File: src/rtl/fft_sequencer.sv
// ---------------------------------------------------------------------------
// fft_sequencer
//
// Control sequencer for a pipelined radix-2 FFT made of LOG2N stages that
// share one advance strobe. It accepts input samples with valid/ready
// handshaking and drives each stage's ctrl bit and twiddle address from a
// common tick counter. It also produces the output-side valid, last and
// bin-index markers. A flush request drains the pipeline at the next frame
// boundary and then returns the sequencer to IDLE.
//
// Parameters
//   FFT_N   transform length (power of two, 4..32768)
//   LOG2N   log2(FFT_N), number of stages sequenced
//   BF_LAT  butterfly register latency per stage, in cycles
//
// Ports
//   clk        system clock, rising edge
//   rst_n      asynchronous active-low reset
//   in_valid   input sample present this cycle
//   in_ready   sequencer accepts a sample this cycle (low while draining)
//   flush      single-cycle request to drain after the current frame
//   enable     common advance strobe to every stage
//   ctrl_bus   bit k -> ctrl input of stage k (registered)
//   addr_bus   [16k+15:16k] -> twiddle address of stage k (registered)
//   out_valid  last-stage output is a valid bin (registered)
//   out_last   last bin of an output frame (registered)
//   out_index  bin index of the current output (registered)
//
// Build option
//   FFT_SEQ_BITREV_EN  when defined, out_index is the bit-reversed output
//                      counter, which is the true frequency bin. Otherwise
//                      out_index is the natural arrival order.
// ---------------------------------------------------------------------------
module fft_sequencer #(
    parameter int FFT_N  = 1024,
    parameter int LOG2N  = 10,
    parameter int BF_LAT = 1
) (
    input  logic                clk,
    input  logic                rst_n,
    input  logic                in_valid,
    output logic                in_ready,
    input  logic                flush,
    output logic                enable,
    output logic [LOG2N-1:0]    ctrl_bus,
    output logic [16*LOG2N-1:0] addr_bus,
    output logic                out_valid,
    output logic                out_last,
    output logic [LOG2N-1:0]    out_index
);

    // Ticks from the first sample until the first bin appears at the last stage.
    localparam int LAT = FFT_N - 1 + LOG2N * BF_LAT;
    localparam logic [LOG2N-1:0] LAST_IDX = LOG2N'(FFT_N - 1);

    // Tick at which stage k sees its first valid data.
    function automatic int stage_offset(input int k);
        int s;
        s = 0;
        for (int j = 0; j < k; j++) begin
            s = s + (FFT_N >> (j + 1)) + BF_LAT;
        end
        return s;
    endfunction

    typedef enum logic [1:0] {IDLE, FILL, RUN, DRAIN} state_t;

    state_t           r_state;
    state_t           w_state_next;
    logic [15:0]      r_t;
    logic [31:0]      r_fill;        // saturates at LAT
    logic [31:0]      r_pend;        // samples accepted but not yet output
    logic [LOG2N-1:0] r_o;
    logic [LOG2N-1:0] r_in_cnt;
    logic             r_flush_pend;

    logic             w_accept;
    logic             w_fire;
    logic             w_frame_end;
    logic             w_flush_req;
    logic             w_drain_done;
    logic [LOG2N-1:0] w_ctrl;
    logic [LOG2N-1:0] w_index;
    logic [16*LOG2N-1:0] w_addr;

    assign in_ready = (r_state != DRAIN);
    assign w_accept = in_valid && in_ready;
    // Gating with rst_n keeps the strobe low while reset is held, even in IDLE.
    assign enable   = rst_n && ((r_state == DRAIN) || w_accept);

    assign w_fire       = enable && (r_fill >= 32'(LAT));
    assign w_frame_end  = w_accept && (r_in_cnt == LAST_IDX);
    assign w_flush_req  = ((r_state == FILL) || (r_state == RUN)) && (flush || r_flush_pend);
    // Inputs stop on a frame boundary, so the last pending output is an out_last.
    assign w_drain_done = (r_state == DRAIN) && w_fire && (r_pend == 32'd1);

    // -----------------------------------------------------------------------
    // Per-stage ctrl / twiddle address. Gating on r_fill instead of r_t
    // keeps a stage active after the 16-bit tick counter wraps.
    // -----------------------------------------------------------------------
    genvar gi;
    generate
        for (gi = 0; gi < LOG2N; gi++) begin : g_stage
            localparam int D_K = FFT_N >> (gi + 1);
            localparam int O_K = stage_offset(gi);
            logic [15:0] w_tk;
            logic        w_act;
            assign w_tk  = r_t - 16'(O_K);
            assign w_act = (r_fill >= 32'(O_K));
            assign w_ctrl[gi] = w_act && w_tk[LOG2N-1-gi];
            assign w_addr[16*gi +: 16] = w_act ? ((w_tk & 16'(D_K - 1)) << gi) : 16'd0;
        end
    endgenerate

`ifdef FFT_SEQ_BITREV_EN
    generate
        for (gi = 0; gi < LOG2N; gi++) begin : g_bitrev
            assign w_index[gi] = r_o[LOG2N-1-gi];
        end
    endgenerate
`else
    assign w_index = r_o;
`endif

    // -----------------------------------------------------------------------
    // Next-state logic
    // -----------------------------------------------------------------------
    always_comb begin
        w_state_next = r_state;
        case (r_state)
            IDLE: begin
                if (w_accept) begin
                    w_state_next = FILL;
                end
            end
            FILL: begin
                if (w_frame_end && w_flush_req) begin
                    w_state_next = DRAIN;
                end else if (enable && (r_fill + 32'd1 >= 32'(LAT))) begin
                    w_state_next = RUN;
                end
            end
            RUN: begin
                if (w_frame_end && w_flush_req) begin
                    w_state_next = DRAIN;
                end
            end
            DRAIN: begin
                if (w_drain_done) begin
                    w_state_next = IDLE;
                end
            end
            default: w_state_next = IDLE;
        endcase
    end

    // -----------------------------------------------------------------------
    // State and counters
    // -----------------------------------------------------------------------
    always_ff @(posedge clk or negedge rst_n) begin
        if (!rst_n) begin
            r_state      <= IDLE;
            r_t          <= '0;
            r_fill       <= '0;
            r_pend       <= '0;
            r_o          <= '0;
            r_in_cnt     <= '0;
            r_flush_pend <= 1'b0;
        end else begin
            r_state <= w_state_next;

            // A latched flush is consumed on entry to DRAIN; flush outside
            // FILL/RUN is ignored.
            if (w_state_next == DRAIN) begin
                r_flush_pend <= 1'b0;
            end else if (flush && ((r_state == FILL) || (r_state == RUN))) begin
                r_flush_pend <= 1'b1;
            end

            if (w_drain_done) begin
                r_t      <= '0;
                r_fill   <= '0;
                r_pend   <= '0;
                r_o      <= '0;
                r_in_cnt <= '0;
            end else if (enable) begin
                r_t <= r_t + 16'd1;
                if (r_fill < 32'(LAT)) begin
                    r_fill <= r_fill + 32'd1;
                end
                if (w_fire) begin
                    r_o <= r_o + 1'b1;
                end
                if (w_accept) begin
                    r_in_cnt <= r_in_cnt + 1'b1;
                end
                case ({w_accept, w_fire})
                    2'b10:   r_pend <= r_pend + 32'd1;
                    2'b01:   r_pend <= r_pend - 32'd1;
                    default: r_pend <= r_pend;
                endcase
            end
        end
    end

    // -----------------------------------------------------------------------
    // Registered stage controls and output markers; they hold while enable is low.
    // -----------------------------------------------------------------------
    always_ff @(posedge clk or negedge rst_n) begin
        if (!rst_n) begin
            ctrl_bus  <= '0;
            addr_bus  <= '0;
            out_valid <= 1'b0;
            out_last  <= 1'b0;
            out_index <= '0;
        end else if (enable) begin
            ctrl_bus  <= w_ctrl;
            addr_bus  <= w_addr;
            out_valid <= w_fire;
            out_last  <= w_fire && (r_o == LAST_IDX);
            out_index <= w_index;
        end
    end

endmodule

File: config.mk
export PLATFORM = sky130hd
export DESIGN_NAME = fft_sequencer
export DESIGN_NICKNAME = d
export VERILOG_FILES = /design/src/rtl/fft_sequencer.sv
export SDC_FILE = /design/constraint.sdc
export NUM_CORES = 1
export LEC_CHECK = 0
export CAP_MARGIN = 10
export CELL_PAD_IN_SITES_DETAIL_PLACEMENT = 2
export CELL_PAD_IN_SITES_GLOBAL_PLACEMENT = 2
export CORE_MARGIN = 2
export CORE_UTILIZATION = 30
export DETAILED_ROUTE_END_ITERATION = 7
export PLACE_DENSITY_LB_ADDON = 0.1
export REMOVE_ABC_BUFFERS = 1
export SKIP_CTS_REPAIR_TIMING = 1
export SYNTH_ARGS = -nofsm -noshare
export SYNTH_HDL_FRONTEND = slang
export SYNTH_SLANG_ARGS = --single-unit
File: constraint.sdc
create_clock -name clk -period 3.95 [get_ports clk]
set_input_delay 0.5925 -clock clk [delete_from_list [all_inputs] [get_ports clk]]
set_output_delay 0.5925 -clock clk [all_outputs]
set_load 0.01 [all_outputs]
# Word level (Yosys, flattened, before mapping)
# Index checks and enable logic that the tools add are counted.
[word_totals]
out_inout_bits = 184
inputBits = 4
register_bits = 269
wordCells = 116
[op_classes]
n_reduce_logical = 35
magnitude_cmp = 13
muxes = 31
add_sub_neg = 15
n_eq_ne = 10
[ops]
columns = ["cell", "count"]
rows = [
  ["$ge A32 B10 Y1 const B", 7],
  ["$mux W32", 5],
  ["$ge A32 B11 Y1 const B", 4],
  ["$mux W9", 9],
  ["$add A32 B1 Y32 const B", 2],
  ["$pmux W32 S2", 1],
  ["$mux W10", 6],
  ["$eq A32 B1 Y1 const B", 1],
  ["$ge A32 B1 Y1 const B", 1],
  ["$lt A32 B11 Y1 const B", 1],
  ["$mux W16", 2],
  ["$sub A32 B1 Y32 const B", 1],
  ["$logic_and A1 B1 Y1", 21],
  ["$add A10 B1 Y10 const B", 2],
  ["$eq A10 B10 Y1 const B", 2],
  ["$add A16 B1 Y16 const B", 1],
  ["$mux W2", 5],
  ["$reduce_bool A2 Y1", 5],
  ["$sub A9 B1 Y9 const B", 1],
  ["$eq A2 B2 Y1 const B", 4],
  ["$pmux W2 S4", 1],
  ["$reduce_and A2 Y1", 4],
  ["$sub A8 B2 Y8 const B", 1],
  ["$sub A7 B2 Y7 const B", 1],
  ["12 further kinds", 16],
]

# Depth between registers and ports, before layout
# Gate-level depths: netlist (run 1).
[depth]
word_depth = 11
mapped_depth = 12
ltp_nobuf = 10

# Worst setup path before layout (run 1)
# Ideal clock, no wire load.
[synth_timing]
path_kind = "register to register"
from = "reg r_fill[0]"
to = "reg r_flush_pend"
stages_incl_launch_ff = 11
slack_ns = 0.919
period_less_slack_ns = 3.031
arrival_time_ns = 2.890
setup_ns = 0.141
n_path_buf = 1
path_cell_list = "dfrtp_1 > ha_1 > clkbuf_1 > nand4_1 > nor4_1 > nand2_1 > mux2_2 > o22ai_1 > or4_1 > o311ai_0 > a21oi_1"
[synth_via]
elab_chain_cells = 8
word_cells_on_any_way = 14
[synth_rtl]
columns = ["element", "line", "text"]
rows = [
  ["from (decl)", "71", "logic [31:0] r_fill;"],
  ["from (signal assigned)", "189", "r_fill <= r_fill + 32'd1;"],
  ["$add A32 B1 Y32 / $ge A32 B11 Y1 (equally long branches)", "139, 91", ""],
  ["$ge A32 B11 Y1 / $logic_and A1 B1 Y1 (equally long branches)", "139, 91", ""],
  ["$logic_and A1 B1 Y1 (on tied branches)", "139, 95", ""],
  ["$mux W2 / $logic_and A1 B1 Y1 (equally long branches)", "139, 95", ""],
  ["$mux W2 (on tied branches)", "137, 149", ""],
  ["$pmux W2 S4 *", "130", "case (r_state)"],
  ["named net w_state_next[0]", "69", "state_t w_state_next;"],
  ["$eq A2 B2 Y1 *", "174", "if (w_state_next == DRAIN) begin"],
  ["$mux W1 / $reduce_bool A2 Y1 (equally long branches)", "n/a", ""],
  ["to (signal assigned)", "168", "r_flush_pend <= 1'b0;"],
  ["to (signal assigned)", "175", "r_flush_pend <= 1'b0;"],
  ["to (signal assigned)", "177", "r_flush_pend <= 1'b1;"],
  ["to (decl)", "75", "logic r_flush_pend;"],
]
# Mark *: on every way through the listed nets, which the timed path passes. The rest lies on a longest branch.
# A chain may end at the register's enable or synchronous reset.

# Worst setup path in the final report (run 1)
[layout_timing]
from = "reg r_pend[2]"
to = "reg r_flush_pend"
[layout_via]
elab_chain_cells = 6
word_cells_on_any_way = 7
[layout_rtl]
columns = ["element", "line", "text"]
rows = [
  ["from (decl)", "72", "logic [31:0] r_pend;"],
  ["from (signal assigned)", "198", "2'b10: r_pend <= r_pend + 32'd1;"],
  ["from (signal assigned)", "199", "2'b01: r_pend <= r_pend - 32'd1;"],
  ["from (signal assigned)", "200", "default: r_pend <= r_pend;"],
  ["$eq A32 B1 Y1 *", "95", "assign w_drain_done = (r_state == DRAIN) && w_fire && (r_pend == 32'd1);"],
  ["$logic_and A1 B1 Y1 *", "95", ""],
  ["$mux W2 *", "149", "if (w_drain_done) begin"],
  ["$pmux W2 S4 *", "130", ""],
  ["named net w_state_next[1]", "69", ""],
  ["$eq A2 B2 Y1 *", "174", ""],
  ["$mux W1 / $reduce_bool A2 Y1 (equally long branches)", "n/a", ""],
]
# Marked as above.

==> results of run 1 <==
through the flow:
stage | cells | util, % | hold slack, ps | worst slack (ps)
global placement | 1639 | 33.3 | 457 | 583
detailed placement | 1639 | 33.3 | 459 | 519
finish | 1672 | 35.1 | 474 | 441
global route | 1672 | 35.1 | 510 | 243
floorplan | 1091 | - | 297 | -3680
CTS | 1670 | 35.1 | -32.1 | 421
cell families after synthesis:
| logic type | count (synthesis) | share of synthesized area, % |
|---|---|---|
| buffers and inverters | 196 | 12.0 |
| multiplexers | 12 | 1.31 |
| AO/OA/AOI/OAI | 204 | 13.0 |
| adder cells (fa/ha/maj) | 25 | 3.13 |
| other | 1 | 0.0375 |
| AND/OR/NAND/NOR | 489 | 24.5 |
| XOR/XNOR | 56 | 4.90 |
| flip-flops | 164 | 41.0 |
sequential cells by signal, indices dropped and copies added (netlist names):
signal,count
addr_bus,45
r_fill,32
r_pend,32
ctrl_bus,10
out_index,10
r_in_cnt,10
r_o,10
r_t,10
r_state,2
out_last,1
out_valid,1
r_flush_pend,1
Yosys cell counts, drive strengths merged, types with 20 or more instances:
cell type  number  area [um^2]
nand2         170          638
dfrtp         164         4100
buf           125          938
nor2           88          330
o21ai          82          414
clkbuf         45          170
a21oi          34          170
o31ai          33          248
nand4          30          188
nor3           30          155
nand3          29          145
xor2           29          254
nor4           27          196
xnor2          27          236
inv            26         97.6
ha             25          313
and2           20          125
worst max-delay path, delay by kind of cell (launching register included):
kind                   cells  cell delay [ps]
and+or+nand+nor            4             1760
buffers and inverters      1              350
DFF                        1              470
AOI/OAI and AO/OA          4              840
power by group:
| part | internal, W | switching (W) | total, W |
|---|---|---|---|
| registers | 0.00207 | 0.000413 | 0.00248 |
| clock network | 0.00101 | 0.000762 | 0.00177 |
| logic | 0.000919 | 0.00107 | 0.00199 |
| total | 0.00400 | 0.00225 | 0.00624 |
metal layers:
metal,vias up,track usage (%),part of all wire (%)
li1,3928,-,-
met1,4220,25.0,48
met2,150,30.2,47
met3,25,2.69,3.1
met4,0,4.82,1.2
met5,-,0,0
how the worst max path moves through the flow:
stage	from	endpoint	slack (ps)	cells after the start
6_report	r_pend[2]	r_flush_pend	440	9
3_5_place_dp	r_pend[2]	r_flush_pend	520	9
4_1_cts	r_pend[2]	r_flush_pend	420	9
3_3_place_gp	r_fill[5]	r_pend[21]	580	7
5_1_grt	r_pend[2]	r_flush_pend	240	9
2_1_floorplan	r_state[0]	r_fill[10]	-3680	7
final cells by class:
cell class / instances / area [um^2] / area share [%]
Antenna cell: 1 / 2.50 / 0.0218
Clock buffer: 19 / 443 / 3.85
Clock inverter: 12 / 158 / 1.37
Inverter: 26 / 97.6 / 0.849
Multi-Input combinational cell: 901 / 5140 / 44.8
Sequential cell: 164 / 4100 / 35.7
Tap cell: 442 / 553 / 4.81
Timing Repair Buffer: 107 / 987 / 8.59
==> results.md, run 1 <==
* Min cycle time layout at ~3500 ps
* Max Cap Viol at 0
* # nets final at about 1200
* Worst Path Required at between 4000 and 5000 ps
* Synth Flop Type: dfrtp_1
* DR vias/cell at 4.98
* Worst R2R Path Depth at 9
* Largest net degree at the start of global routing at just over 100
* Pleak at 5.10 nW
* Worst-Margin Slew at slightly above 1000 ps
* Clock sinks at about 160
* Period utilization at 88.8%
* IO Port Bufs at roughly 70
* Commonest non-fill, non-tap cell in the layout: nand2_1
* Later-pin clock latency in the skew report at 460 ps
* Slowest stage delay, CP at 600 ps
* Yosys warns at 0
* Peak supply drop at about 340 uV
* FMAX at around 280 MHz
* Overall power at 0.00624 W
* PD cells at about 540 nW/um^2
* Worst setup SP type: register
* Crit path kind: register to register
* Starting Density at about 30%
* Status: completed
* Residual DRC count at 0
* Via Count at roughly 8300
* Detailed Route WL at about 31000 um
* Filler Cell Count at roughly 3700
* Finish-stage setup viols at 0
* First-pass GRT wire length at 51000 um
* Area delta synth->final at 14.8%
* Root buffer cell: clkbuf_16
* Die H at ~190 um
* Slowest cell on crit path: or4_4
* RSZ-0062 raised after global routing: no
* Vias in the first global route at a little under 9000
* TritonCTS clock tree: yes
* Crit Path Max Fanout at 19
* Post-DP Area at 10900 um^2
* Worst r2r src: r_pend[2]
* Syn Inst Count at roughly 1100
* Die area at approximately 35000 um^2
* Beginning of the worst hold path: out_index[2]
* Most frequent cells in the layout: nand2_1 (170), dfrtp_1 (164), conb_1 (115)
* Routed WL per cell at 18.7 um
* Grt total ovfl at 0
* CTS Buffer Depth at 2
* Starting DRC count in detailed routing at 333
* Initial antenna violation count at 1
* Crit path DAT at slightly below 4000 ps
* Fin area at about 11000 um^2
* Post-synth cell types at 66
* Number of synthesized flops with an enable pin at 0
* R2R Path End: r_flush_pend
* ANT nets after route at 0
* Core Box Area at 32700 um^2
* Post-DP HPWL at approximately 22000 um
* Gr usage total at a little under a fifth
* Row cnt at 66
* Clk slew on worst S/H paths at ~70 ps
* WHS Endpoint: out_index[2]
* Gpl congestion at 0.770
* FF+latch count, synth at roughly 160
* H-Tree Depth at 4
* TritonCTS buffer count at 17
* Syn avg cell area at 8.73 um^2
* Async set-reset flop share out of synthesis at 100%
* Share of layout cells above drive strength 1 at between 7 and 8%
* Die width at between 150 and 200 um
* Pins Over Slew Limit at 0
* Final hold violations at 0
* Critical-path cell list: or4_4, or4_4, or3_1, a2111oi_4, buf_4, nand2b_1, a31oi_1, a21oi_1, a21oi_1
* Hold depth at 2
* TNS Setup at 0 ps
* Reg2Reg Setup Slack at between 400 and 500 ps
* Max Clock Skew at between 10 and 15 ps
* # IOs at approximately 190
* Worst min-delay path class: register to register
* Mapped Area at 10000 um^2
* Worst rel slew slack at a little under a third
* CP endpoint kind: register
* Pre-antenna DRT Iters at 4
* Sequential area share after synthesis at just over 40%
No activity file was read; power rests on OpenSTA's default activity.
==> run 2: changes to the inputs <==
PLACE_DENSITY_LB_ADDON = 0.2   (was 0.1)
==> run 2 against run 1 <==
Against the previous run:
- via count is 0.31% higher
- worst setup slack improved by 76 ps
- first-iteration DRC count is 23% higher
- combinational power hardly changed
- maximum frequency rose by 2.2%
- sequential power is essentially flat
- register-to-register slack gained 80 ps
- clock skew is 6.4 ps higher
- core utilization about the same
- total power shrank 0.19%
- count of clock-buffer cells in the layout stayed put
==> results.md, run 2 (synthesis results as in run 1) <==
* Biggest register: addr_bus (unchanged)
* Buffers & Inverters on Critical Path at 1 (unchanged)
* TritonCTS buffer count at 17 (unchanged)
* Pins Over Slew Limit at 0 (unchanged)
* IO Port Bufs at 72 (unchanged)
* Root buffer cell: clkbuf_16 (unchanged)
* CTS Buffer Depth at 2 (unchanged)
* Slowest cell on crit path: or4_4 (unchanged)
* Period utilization at 86.9% (was 88.8%)
* Initial antenna violation count at 0 (was 1)
* Gpl congestion at 0.835 (was 0.770)
* Worst path top cell family by delay: simple AND/OR/NAND/NOR gates (unchanged)
* Min cycle time layout at 3430 ps (was 3510 ps)
* Worst Path Required at 4320 ps (was 4330 ps)
* # IOs at 188 (unchanged)
* Fin area at 11500 um^2 (about the same)
* Commonest non-fill, non-tap cell in the layout: nand2_1 (unchanged)
* Via Count at 8349 (was 8323)
* Core Box Area at 32700 um^2 (unchanged)
* FMAX at 291 MHz (was 285 MHz)
* Clock sinks at 164 (unchanged)
* Starting DRC count in detailed routing at 410 (was 333)
* TritonCTS clock tree: yes (unchanged)
* ANT nets after route at 0 (unchanged)
* Max Clock Skew at 17.0 ps (was 10.6 ps)
* Later-pin clock latency in the skew report at 450 ps (was 460 ps)
* # nets final at 1241 (was 1246)
* Final hold violations at 0 (unchanged)
* Max reg flops at 45 (unchanged)
* Gr usage total at 17.7% (was 18.3%)
* Detailed Route WL at 30500 um (was 31200 um)
* Peak supply drop at 311 uV (was 345 uV)
* Worst setup SP type: register (unchanged)
* Worst min-delay path class: register to register (unchanged)
* Post-DP Area at 10900 um^2 (about the same)
* Vias in the first global route at 8740 (was 8940)
* Finish-stage setup viols at 0 (unchanged)
* First-pass GRT wire length at 49900 um (was 51000 um)
* Post-DP HPWL at 21600 um (was 22400 um)
* PD cells at 543 nW/um^2 (about the same)
* Pleak at 5.09 nW (was 5.10 nW)
* DR vias/cell at 5.01 (was 4.98)
* Clk slew on worst S/H paths at 80 ps (was 70 ps)
* Residual DRC count at 0 (unchanged)
* Area delta synth->final at 14.6% (was 14.8%)
* Worst-Margin Slew at 1020 ps (about the same)
* Largest net degree at the start of global routing at 161 (was 101)
* Biggest regs: addr_bus (45), r_fill (32), r_pend (32) (unchanged)
* Share of layout cells above drive strength 1 at 7.51% (was 7.73%)
* Status: completed (unchanged)
* Most frequent cells in the layout: nand2_1 (170), dfrtp_1 (164), conb_1 (115) (unchanged)
* Grt total ovfl at 0 (unchanged)
* Starting Density at 30.6% (unchanged)
* Die width at 187 um (unchanged)
* Crit Path Max Fanout at 19 (unchanged)
* H-Tree Depth at 4 (unchanged)
* Row cnt at 66 (unchanged)
* Antenna Cells at 0 (was 1)
* Die area at 34800 um^2 (unchanged)
* Critical-path cell list: or4_4, or4_4, or3_1, a2111oi_4, buf_4, nand2b_1, a31oi_1, a21oi_1, a21oi_1 (unchanged)
* Slowest stage delay, CP at 600 ps (about the same)
* Pre-antenna DRT Iters at 4 (unchanged)
* Dpl ws at 523 ps (was 519 ps)
* Crit path kind: register to register (unchanged)
* Crit path DAT at 3800 ps (was 3880 ps)
* RSZ-0062 raised after global routing: no (unchanged)
* Die H at 187 um (unchanged)
* Fin worst setup slack at 517 ps (was 441 ps)
* Routed WL per cell at 18.3 um (was 18.7 um)
* CP endpoint kind: register (unchanged)
* Worst rel slew slack at 32.0% (was 31.7%)
* Max Cap Viol at 0 (unchanged)
## run 2: changes by cell type in the layout (fill, tap and decap cells not counted), sizes merged
cell      before  now
bufinv         3    1
inv           26   33
clkinvlp       3    1
diode          1    0
buf           35   30
clkinv         6    4
## run 2: metal layers
| layer | global-route usage, % | part of all wire [%] | vias to the layer above |
|---|---|---|---|
| met3 | 2.90 | 3.4 | 29 |
| met2 | 29.3 | 48 | 169 |
| met4 | 4.70 | 1.1 | 0 |
| met5 | 0 | 0 | - |
| met1 | 24.1 | 47 | 4236 |
| li1 | - | - | 3915 |
## run 2: area by class of cell
cell class | count | area, um^2
Clock buffer | 19 | 453
Clock inverter | 13 | 161
Sequential cell | 164 | 4100
Multi-Input combinational cell | 901 | 5140
Tap cell | 442 | 553
Timing Repair Buffer | 102 | 962
Fill cell | 3729 | 21200
Inverter | 26 | 97.6
## run 2: report_power, final
group	leakage, nW	total, W	switching (W)	internal, W
combinational	2.65	0.00200	0.00107	0.000924
clock	0.298	0.00176	0.000823	0.000938
sequential	2.14	0.00248	0.000411	0.00207
total	5.09	0.00623	0.00230	0.00393
## run 2: per-stage QoR
step / util [%] / hold WS (ps) / cells / total power [W] / setup TNS, ps
global placement: 33.2 / 421 / 1634 / 0.00444 / 0
detailed placement: 33.2 / 418 / 1634 / 0.00452 / 0
global route: 35.1 / 514 / 1667 / 0.00665 / 0
CTS: 35.1 / -67.2 / 1666 / 0.00633 / 0
finish: 35.1 / 475 / 1667 / 0.00623 / 0
floorplan: - / 297 / 1091 / 0.00349 / -394830
## run 2: worst paths after layout
| check | startpoint | end | slack (ps) | depth (start not counted) |
|---|---|---|---|---|
| max in group asynchronous | rst_n | r_pend[7] | 2190 | 3 |
| min reg2reg | out_index[2] | out_index[2] | 480 | 2 |
| min | out_index[2] | out_index[2] | 480 | 2 |
| max reg2reg | r_pend[2] | r_flush_pend | 520 | 9 |
| max | r_pend[2] | r_flush_pend | 520 | 9 |
| min in group asynchronous | rst_n | r_pend[0] | 550 | 2 |
## run 2: worst reg2reg max path: stages, from the launching register on
cell       delay, ps
dfrtp_1          470
or4_4            600
or4_4            480
or3_1            550
a2111oi_4        360
buf_4            340
nand2b_1          90
a31oi_1          200
a21oi_1           90
a21oi_1          170
